<file path="src/rtl/ex_muldiv_iter.sv">
// Iterative multiply/divide unit beside the EX-stage ALU: shift-add multiply and
// restoring divide, BPC bits per cycle, producing HI/LO write data.
module ex_muldiv_iter #(
  parameter int unsigned WIDTH = 32,
  parameter int unsigned BPC   = 1
) (
  input  logic             clk,
  input  logic             rst,
  input  logic             start_i,
  input  logic [1:0]       op_i,
  input  logic [WIDTH-1:0] opdata1_i,
  input  logic [WIDTH-1:0] opdata2_i,
  input  logic             annul_i,
  output logic             ready_o,
  output logic [WIDTH-1:0] hi_o,
  output logic [WIDTH-1:0] lo_o,
  output logic             stallreq_o
);

  localparam int unsigned N  = WIDTH / BPC;
  localparam int unsigned CW = $clog2(N + 1);

  typedef enum logic [1:0] {IDLE, CALC, DONE} state_t;

  state_t           state;
  logic [CW-1:0]    cnt;
  logic             is_div;
  logic             dbz;
  logic             neg_res;
  logic             neg_rem;
  logic [WIDTH-1:0] mag_a;
  logic [WIDTH-1:0] mag_b;
  logic [WIDTH:0]   acc_hi;
  logic [WIDTH-1:0] acc_lo;

  // Operand decode at acceptance
  logic             signed_op;
  logic             div_op;
  logic             sign_a;
  logic             sign_b;
  logic             div_zero;
  logic [WIDTH-1:0] abs_a;
  logic [WIDTH-1:0] abs_b;

  assign signed_op = ~op_i[0];
  assign div_op    = op_i[1];
  assign sign_a    = signed_op & opdata1_i[WIDTH-1];
  assign sign_b    = signed_op & opdata2_i[WIDTH-1];
  assign div_zero  = div_op & (opdata2_i == '0);
  assign abs_a     = sign_a ? -opdata1_i : opdata1_i;
  assign abs_b     = sign_b ? -opdata2_i : opdata2_i;

  assign stallreq_o = start_i & ~ready_o & ~annul_i;

  // One CALC cycle: BPC iterations of shift-add or restoring-divide
  logic [WIDTH:0]   step_hi;
  logic [WIDTH-1:0] step_lo;
  logic [WIDTH:0]   sum;
  logic [WIDTH:0]   trial;

  always_comb begin
    step_hi = acc_hi;
    step_lo = acc_lo;
    sum     = '0;
    trial   = '0;
    for (int i = 0; i < int'(BPC); i++) begin
      if (is_div) begin
        trial   = {step_hi[WIDTH-1:0], step_lo[WIDTH-1]};
        step_lo = {step_lo[WIDTH-2:0], 1'b0};
        if (trial >= {1'b0, mag_b}) begin
          trial      = trial - {1'b0, mag_b};
          step_lo[0] = 1'b1;
        end
        step_hi = trial;
      end else begin
        sum     = step_lo[0] ? (step_hi + {1'b0, mag_a}) : step_hi;
        step_lo = {sum[0], step_lo[WIDTH-1:1]};
        step_hi = {1'b0, sum[WIDTH:1]};
      end
    end
  end

  // Sign fixup on the magnitudes; product kept at full 2*WIDTH
  logic [2*WIDTH-1:0] prod_mag;
  logic [2*WIDTH-1:0] prod;
  logic [WIDTH-1:0]   quo;
  logic [WIDTH-1:0]   rem;
  logic [WIDTH-1:0]   res_hi;
  logic [WIDTH-1:0]   res_lo;

  always_comb begin
    prod_mag = {acc_hi[WIDTH-1:0], acc_lo};
    prod     = neg_res ? -prod_mag : prod_mag;
    quo      = neg_res ? -acc_lo : acc_lo;
    rem      = neg_rem ? -acc_hi[WIDTH-1:0] : acc_hi[WIDTH-1:0];
    if (dbz) begin
      res_hi = acc_lo;
      res_lo = '1;
    end else if (is_div) begin
      res_hi = rem;
      res_lo = quo;
    end else begin
      res_hi = prod[2*WIDTH-1:WIDTH];
      res_lo = prod[WIDTH-1:0];
    end
  end

  // Control FSM with registered outputs
  always_ff @(posedge clk or negedge rst) begin
    if (!rst) begin
      state   <= IDLE;
      cnt     <= '0;
      is_div  <= 1'b0;
      dbz     <= 1'b0;
      neg_res <= 1'b0;
      neg_rem <= 1'b0;
      mag_a   <= '0;
      mag_b   <= '0;
      acc_hi  <= '0;
      acc_lo  <= '0;
      ready_o <= 1'b0;
      hi_o    <= '0;
      lo_o    <= '0;
    end else begin
      case (state)
        IDLE: begin
          if (start_i && !annul_i) begin
            mag_a   <= abs_a;
            mag_b   <= abs_b;
            is_div  <= div_op;
            dbz     <= div_zero;
            neg_res <= sign_a ^ sign_b;
            neg_rem <= sign_a;
            acc_hi  <= '0;
            // Divide-by-zero skips the iterations and passes the dividend through
            acc_lo  <= div_zero ? opdata1_i : (div_op ? abs_a : abs_b);
            cnt     <= div_zero ? CW'(N) : '0;
            state   <= CALC;
          end
        end
        CALC: begin
          if (annul_i || !start_i) begin
            state   <= IDLE;
            ready_o <= 1'b0;
            hi_o    <= '0;
            lo_o    <= '0;
          end else if (cnt == CW'(N)) begin
            state   <= DONE;
            ready_o <= 1'b1;
            hi_o    <= res_hi;
            lo_o    <= res_lo;
          end else begin
            acc_hi <= step_hi;
            acc_lo <= step_lo;
            cnt    <= cnt + CW'(1);
          end
        end
        DONE: begin
          if (annul_i || !start_i) begin
            state   <= IDLE;
            ready_o <= 1'b0;
            hi_o    <= '0;
            lo_o    <= '0;
          end
        end
        default: begin
          state   <= IDLE;
          ready_o <= 1'b0;
          hi_o    <= '0;
          lo_o    <= '0;
        end
      endcase
    end
  end

endmodule

</file>
<file path="config.mk">
export PLATFORM = sky130hd
export DESIGN_NAME = ex_muldiv_iter
export DESIGN_NICKNAME = d
export VERILOG_FILES = /design/src/rtl/ex_muldiv_iter.sv
export SDC_FILE = /design/constraint.sdc
export NUM_CORES = 1
export LEC_CHECK = 0
export ABC_AREA = 1
export BUFFER_PORTS_ARGS = -buffer_cell sky130_fd_sc_hd__buf_4
export CAP_MARGIN = 20
export CORE_ASPECT_RATIO = 0.9
export CORE_MARGIN = 10
export CORE_UTILIZATION = 44
export CTS_CLUSTER_SIZE = 24
export DETAILED_ROUTE_END_ITERATION = 8
export HOLD_SLACK_MARGIN = 0.12
export SETUP_SLACK_MARGIN = 0.15
export SLEW_MARGIN = 10
export SYNTH_ARGS = -nofsm -noshare
export SYNTH_HDL_FRONTEND = slang
export SYNTH_SLANG_ARGS = --single-unit
</file>
<file path="constraint.sdc">
create_clock -name clk -period 2.9 [get_ports clk]
set_clock_uncertainty 0.05 [all_clocks]
set_input_delay 0.435 -clock clk [delete_from_list [all_inputs] [get_ports clk]]
set_output_delay 0.435 -clock clk [all_outputs]
set_load 0.01 [all_outputs]
</file>
==> results of run 1 <==
[stage by stage]
step	power (mW)	utilization, %	worst slack, ns	hold slack (ns)	instances
6_report	16.6	51.7	0.167	0.135	4115
5_1_grt	17.6	51.7	0.0933	0.133	4115
4_1_cts	16.2	51.5	0.165	0.124	4113
3_5_place_dp	12.9	49.5	0.0946	0.413	4067
3_3_place_gp	12.9	49.5	0.142	0.403	4067
2_1_floorplan	9.52	-	0.580	0.0894	3329
[layout make-up]
cell class                 instances  share of cell area, %
timing repair buffer             250                   8.55
tap                              600                   3.28
clock inverter                    14                  0.794
clock buffer                      29                   2.89
multi-input combinational       2555                   54.3
inverter                         461                   7.59
sequential                       206                   22.6
[logic make-up (layout without fill, tap and decap cells)]
kind of cell	after synthesis	in the layout	synth area share, %
AND/OR/NAND/NOR	1929	1929	41.5
buffers and inverters	568	754	11.4
AO/OA/AOI/OAI	495	495	13.7
flip-flops	206	206	26.2
adder cells (fa/ha/maj)	72	72	4.65
XOR/XNOR	57	57	2.53
multiplexers	2	2	0.102
[cells in the final DEF (no fill, tap or decap), types with 49 or more instances in the layout]
cell and instances:
buf_4 241, nand2_1 1145, nor2_1 307, inv_1 444
nand3_1 285, a21oi_1 202, o21ai_0 190, xor2_1 49
ha_1 65, dfrtp_1 200
[repair_timing]
item	4_1_cts	5_1_grt
endpoints found under the hold margin	65	0
buffers inserted	0	2
setup endpoints to repair	2	29
hold buffers	3	0
gates resized for setup	2	20
pin swaps	0	1
[per-layer routing]
| metal | part of all wire [%] | global-route usage [%] | vias up |
|---|---|---|---|
| li1 | - | - | 11000 |
| met2 | 43 | 50.0 | 1274 |
| met5 | 0 | 0 | - |
| met3 | 11 | 7.92 | 141 |
| met4 | 3.6 | 10.9 | 0 |
| met1 | 43 | 44.7 | 11000 |
[Yosys cell counts (25+ instances only)]
master and instances:
o21ai_0 190, o211ai_1 28, nor2_1 312, a21oi_1 202
nand3b_1 25, nand4_1 48, xor2_1 49, buf_2 32
nor3_1 43, inv_1 446, nand3_1 286, nand2_1 1149
ha_1 70, dfrtp_1 206, clkbuf_1 52
[where the power goes]
group,internal [mW],switching [mW]
clock,1.92,1.40
sequential,3.47,0.667
combinational,2.83,6.35
total,8.22,8.42
[worst max-delay path, cell delays in order, from the launching register on]
cell,delay [ns]
dfrtp_1,0.37
inv_1,0.16
ha_2,0.44
nand2_2,0.11
nor2_4,0.17
nand2_1,0.11
inv_1,0.11
nand3_1,0.18
nor2_4,0.17
nor2_4,0.08
nand2_4,0.17
nand2_8,0.14
inv_1,0.12
nand2_1,0.07
nand3_1,0.08
o21ai_1,0.06
[registers in the layout, indices dropped and copies added, names as in the netlist, 2 cells and up]
register	flops
acc_hi	33
acc_lo	32
hi_o	32
lo_o	32
mag_a	32
mag_b	32
cnt	6
state	2
[worst max path at each step]
stage	cells past startpoint	from	slack, ns	end
final	15	mag_b[15]	0.17	acc_hi[0]
after global routing	16	mag_b[15]	0.09	acc_hi[24]
after CTS	15	mag_b[15]	0.16	acc_hi[0]
after detailed placement	15	acc_lo[31]	0.09	acc_hi[32]
after global placement	17	acc_hi[0]	0.14	acc_hi[31]
after floorplan	16	acc_lo[0]	0.58	hi_o[26]
==> run_results.csv, run 1 <==
group,metric,value,unit
clocking,cts-buffers-inserted,25,
sta,grt_setup_unrepaired,"yes",
floorplan,start_util,44.6,%
global_route,antenna_found_initial,1,
placed_design,port_buffers,135,
finish,drive_above_1_share,11.0,%
setup_path,path_class,"reg -> reg",
synthesis,async_reset_ff_share,100,%
outcome,status,"complete, no violations",
setup_path,r2r_slack,0.17,ns
global_route,grt_max_degree,70,
sta,worstMarginPinSlew,0.992,ns
finish,fin_nets,3641,
clocking,cts_tree,"done",
synthesis,yosys_warnings,0,
hold_path,min_to,"mag_a[31]",
power,powerDensity,728,nW/um^2
global_route,grt_pass1_vias,21600,
setup_path,rr_endpoint,"acc_hi[0]",
floorplan,die-width,243,um
sta,hold_violations,0,
clocking,clk_latency,0.57,ns
global_route,grt_pass1_wl,134000,um
setup_path,crit_arrival,3.13,ns
setup_path,cp-start-kind,"flip-flop",
sta,finalCritPeriodShare,94.3,%
drt,drt-vias-per-instance,5.68,
drt,dr_total_vias,23400,
finish,num_antenna_cells,0,
setup_path,end_kind,"flip-flop",
synthesis,syn_inst,3329,
clocking,cts_buffer_depth,3,
finish,final-seq-area,5160,um^2
synthesis,yosys-top-cells-area,"dfrtp_1, nand2_1, inv_1",
setup_path,worstPathRequired,3.30,ns
finish,multi_input_area,12400,um^2
hold_path,holdPathStages,3,
finish,n_fill_cell,4704,
hold_path,min-delay-path-class,"in -> reg",
job,cap_violations,0,
synthesis,seq_area_frac_synth,26.2,%
setup_path,worst_r2r_startpoint,"mag_b[15]",
finish,final_area,22900,um^2
global_route,grt_remaining_overflow,0,
synthesis,synth.distinct_cells,59,
finish,area_growth,16.0,%
placed_design,placed_area,21900,um^2
placed_design,gp_congestion,1.06,
synthesis,synth.ff_latch_count,206,
floorplan,rows,73,
clocking,htreeDepth,1,
drt,drt_iter0_markers,2883,
floorplan,die_area,53700,um^2
hold_path,min_from,"opdata1_i[31]",
sta,drv_slew,0,
sta,min_period,2.73,ns
clocking,clock-sinks,206,
synthesis,synth_area,19700,um^2
power,peakVddDrop,451,uV
placed_design,detailed_place_hpwl,74500,um
synthesis,synth_top_area_share,26.2,%
synthesis,synth_area_per_cell,5.92,um^2
drt,drt_wl_total,91700,um
sta,clock.fmax,0.366,GHz
clocking,root_buffer,"clkbuf_16",
global_route,grt.total_usage,32.7,%
clocking,cts.clk_slew.worst_paths,0.06,ns
sta,setup_viol,0,
setup_path,reg2regPathDepth,15,
synthesis,synth_top_flop_cell,"dfrtp_1",
synthesis,synth_top_cell_by_area,"dfrtp_1",
floorplan,coreArea,44200,um^2
sta,setup_tns,0,ns
synthesis,synth_edf_count,0,
synthesis,syn-num-nets,3471,
floorplan,die_y,221,um
setup_path,crit_fanout,19,
power,p_leak,12.2,nW
drt,drc,0,
sta,max_slew_margin,33.8,%
drt,routedWlPerCell,22.3,um
floorplan,io_pins,136,
drt,ant_nets,0,
drt,firstDrtPassIters,7,
No activity file was read; power rests on OpenSTA's default activity.
==> inputs of run 2 (changes only) <==
--- a/config.mk
+++ b/config.mk
@@ -14,6 +14,7 @@
 export CTS_CLUSTER_SIZE = 24
 export DETAILED_ROUTE_END_ITERATION = 8
 export HOLD_SLACK_MARGIN = 0.12
+export MAX_ROUTING_LAYER = met4
 export SETUP_SLACK_MARGIN = 0.15
 export SLEW_MARGIN = 10
 export SYNTH_ARGS = -nofsm -noshare
==> run 2 against run 1 <==
Worst hold slack improved by 0.011 ns. Final area did not move. Non-clock buffer count shrank 1. Largest power group unchanged. Highest routed layer unchanged. Cell count about the same.
==> run_results.csv, run 2 (synthesis gave the netlist of run 1 again) <==
group,metric,value,unit
outcome,status,"complete, no violations",
setup_path,worstPathCellList,"ha_1, nand2_1, inv_1, a21oi_1, nor2_1, nor2_1, nand2_1, nor2_4, nand2_8, buf_4, nand3_1, nand3_1, nand2_1, nand2_1",
setup_path,cpMostUsedCell,"nand2_1",
sta,hold_violations,0,
sta,finalCritPeriodShare,94.2,%
placed_design,port_buffers,135,
drt,drt-vias-per-instance,5.67,
floorplan,die-width,243,um
sta,setup_tns,0,ns
sta,worstMarginPinSlew,0.897,ns
global_route,antenna_found_initial,3,
job,cap_violations,0,
finish,final_cell_mix,"nand2_1, inv_1, nor2_1",
global_route,grt_max_degree,68,
power,peakVddDrop,442,uV
sta,min_period,2.73,ns
drt,routedWlPerCell,22.2,um
drt,drt_wl_total,91500,um
clocking,clk_latency,0.57,ns
setup_path,worst_path_largest_cell_delay,0.64,ns
floorplan,start_util,44.6,%
clocking,cts-buffers-inserted,25,
setup_path,slowest_stage,"dfrtp_1",
setup_path,crit_path_start,"acc_hi[26]",
finish,area_growth,16.0,%
global_route,grt_pass1_wl,134000,um
finish,n_fill_cell,4700,
placed_design,detailed_place_hpwl,74500,um
setup_path,crit_fanout,13,
hold_path,min_from,"opdata2_i[26]",
drt,firstDrtPassIters,6,
floorplan,io_pins,136,
floorplan,die_y,221,um
sta,max_slew_margin,40.2,%
clocking,cts_buffer_depth,3,
finish,fin_nets,3640,
global_route,grt_pass1_vias,21300,
drt,drc,0,
finish,max_flop_register,"acc_hi",
setup_path,path_class,"reg -> reg",
power,p_leak,12.2,nW
sta,grt_setup_unrepaired,"yes",
global_route,grt.total_usage,33.8,%
setup_path,end_kind,"flip-flop",
floorplan,rows,73,
sta,clock.fmax,0.366,GHz
global_route,grt_remaining_overflow,0,
sta,drv_slew,0,
drt,dr_total_vias,23300,
hold_path,min-delay-path-class,"in -> reg",
setup_path,worst_r2r_startpoint,"acc_hi[26]",
floorplan,die_area,53700,um^2
finish,largest_reg_flops,33,
placed_design,gp_congestion,1.06,
setup_path,cp-start-kind,"flip-flop",
clocking,cts_tree,"done",
clocking,cts.clk_slew.worst_paths,0.07,ns
clocking,root_buffer,"clkbuf_16",
setup_path,worstPathRequired,3.30,ns
power,powerDensity,725,nW/um^2
floorplan,coreArea,44200,um^2
sta,worst_hold_slack,0.146,ns
drt,ant_nets,0,
sta,setup_viol,0,
finish,final_common_cell,"nand2_1",
drt,drt_iter0_markers,2823,
clocking,htreeDepth,1,
setup_path,crit_arrival,3.13,ns
clocking,clock-sinks,206,
finish,drive_above_1_share,10.8,%
[run 2: changes by cell type in the layout (fill, tap and decap cells not counted), sizes merged]
cell | before | now
clkinvlp | 3 | 2
diode | 0 | 3
clkinv | 7 | 8
buf | 247 | 245
clkbuf | 29 | 32
inv | 462 | 461
dlygate4sd3 | 3 | 4
[run 2: area by class of cell]
class	instances	area (um^2)	share of cell area (%)
Timing Repair Buffer	249	1940	8.47
Clock buffer	32	672	2.94
Sequential cell	206	5160	22.6
Inverter	461	1740	7.59
Multi-Input combinational cell	2555	12400	54.3
Tap cell	600	751	3.28
Antenna cell	3	7.51	0.0328
Clock inverter	13	171	0.750
[run 2: timing repair]
action,in CTS,in global routing
buffers inserted,0,2
gates resized for setup,3,21
endpoints found under the setup margin,16,31
hold buffers,4,0
endpoints found under the hold margin,65,0
pin swaps,0,0
[run 2: path summary, 6_finish.rpt]
check / end / slack (ns) / cells after the start
worst min-delay path: mag_b[26] / 0.15 / 3
worst min register to register: lo_o[0] / 0.43 / 2
worst max register to register: acc_hi[20] / 0.17 / 14
worst max-delay path: acc_hi[20] / 0.17 / 14
min in group asynchronous: hi_o[11] / 0.38 / 2
max in group asynchronous: acc_lo[16] / 1.67 / 3
[run 2: through the flow]
step                      std cells  power, mW  worst slack, ns  util (%)  instance area [um^2]
after floorplan                3329       9.52            0.580         -                 19700
after global placement         4065       12.9            0.105      49.4                 21800
after detailed placement       4065       12.9            0.111      49.4                 21800
after CTS                      4114       16.2            0.141      51.4                 22700
after global routing           4119       17.6            0.105      51.7                 22900
final                          4119       16.6            0.169      51.7                 22900
[run 2: where the power goes]
part           switching (mW)  internal [mW]  total (mW)  leakage (nW)
combinational            6.32           2.82        9.14          9.14
sequential              0.646           3.47        4.12          2.66
clock                    1.40           1.92        3.32         0.409
total                    8.37           8.21        16.6          12.2
[run 2: layer usage]
| metal | GRT usage, % | share of wire, % | vias up |
|---|---|---|---|
| li1 | - | - | 11000 |
| met1 | 45.4 | 43 | 10900 |
| met2 | 49.6 | 42 | 1246 |
| met3 | 6.67 | 10 | 173 |
| met4 | 12.8 | 4.2 | 0 |
| met5 | - | 0 | - |
[run 2: critical path, delay by kind of cell, from the launching register on]
family          cells  cell delay (ns)
flops               1             0.64
buf+inv             2             0.26
fa+ha+maj           1             0.38
compound gates      1             0.20
simple gates       10             1.09
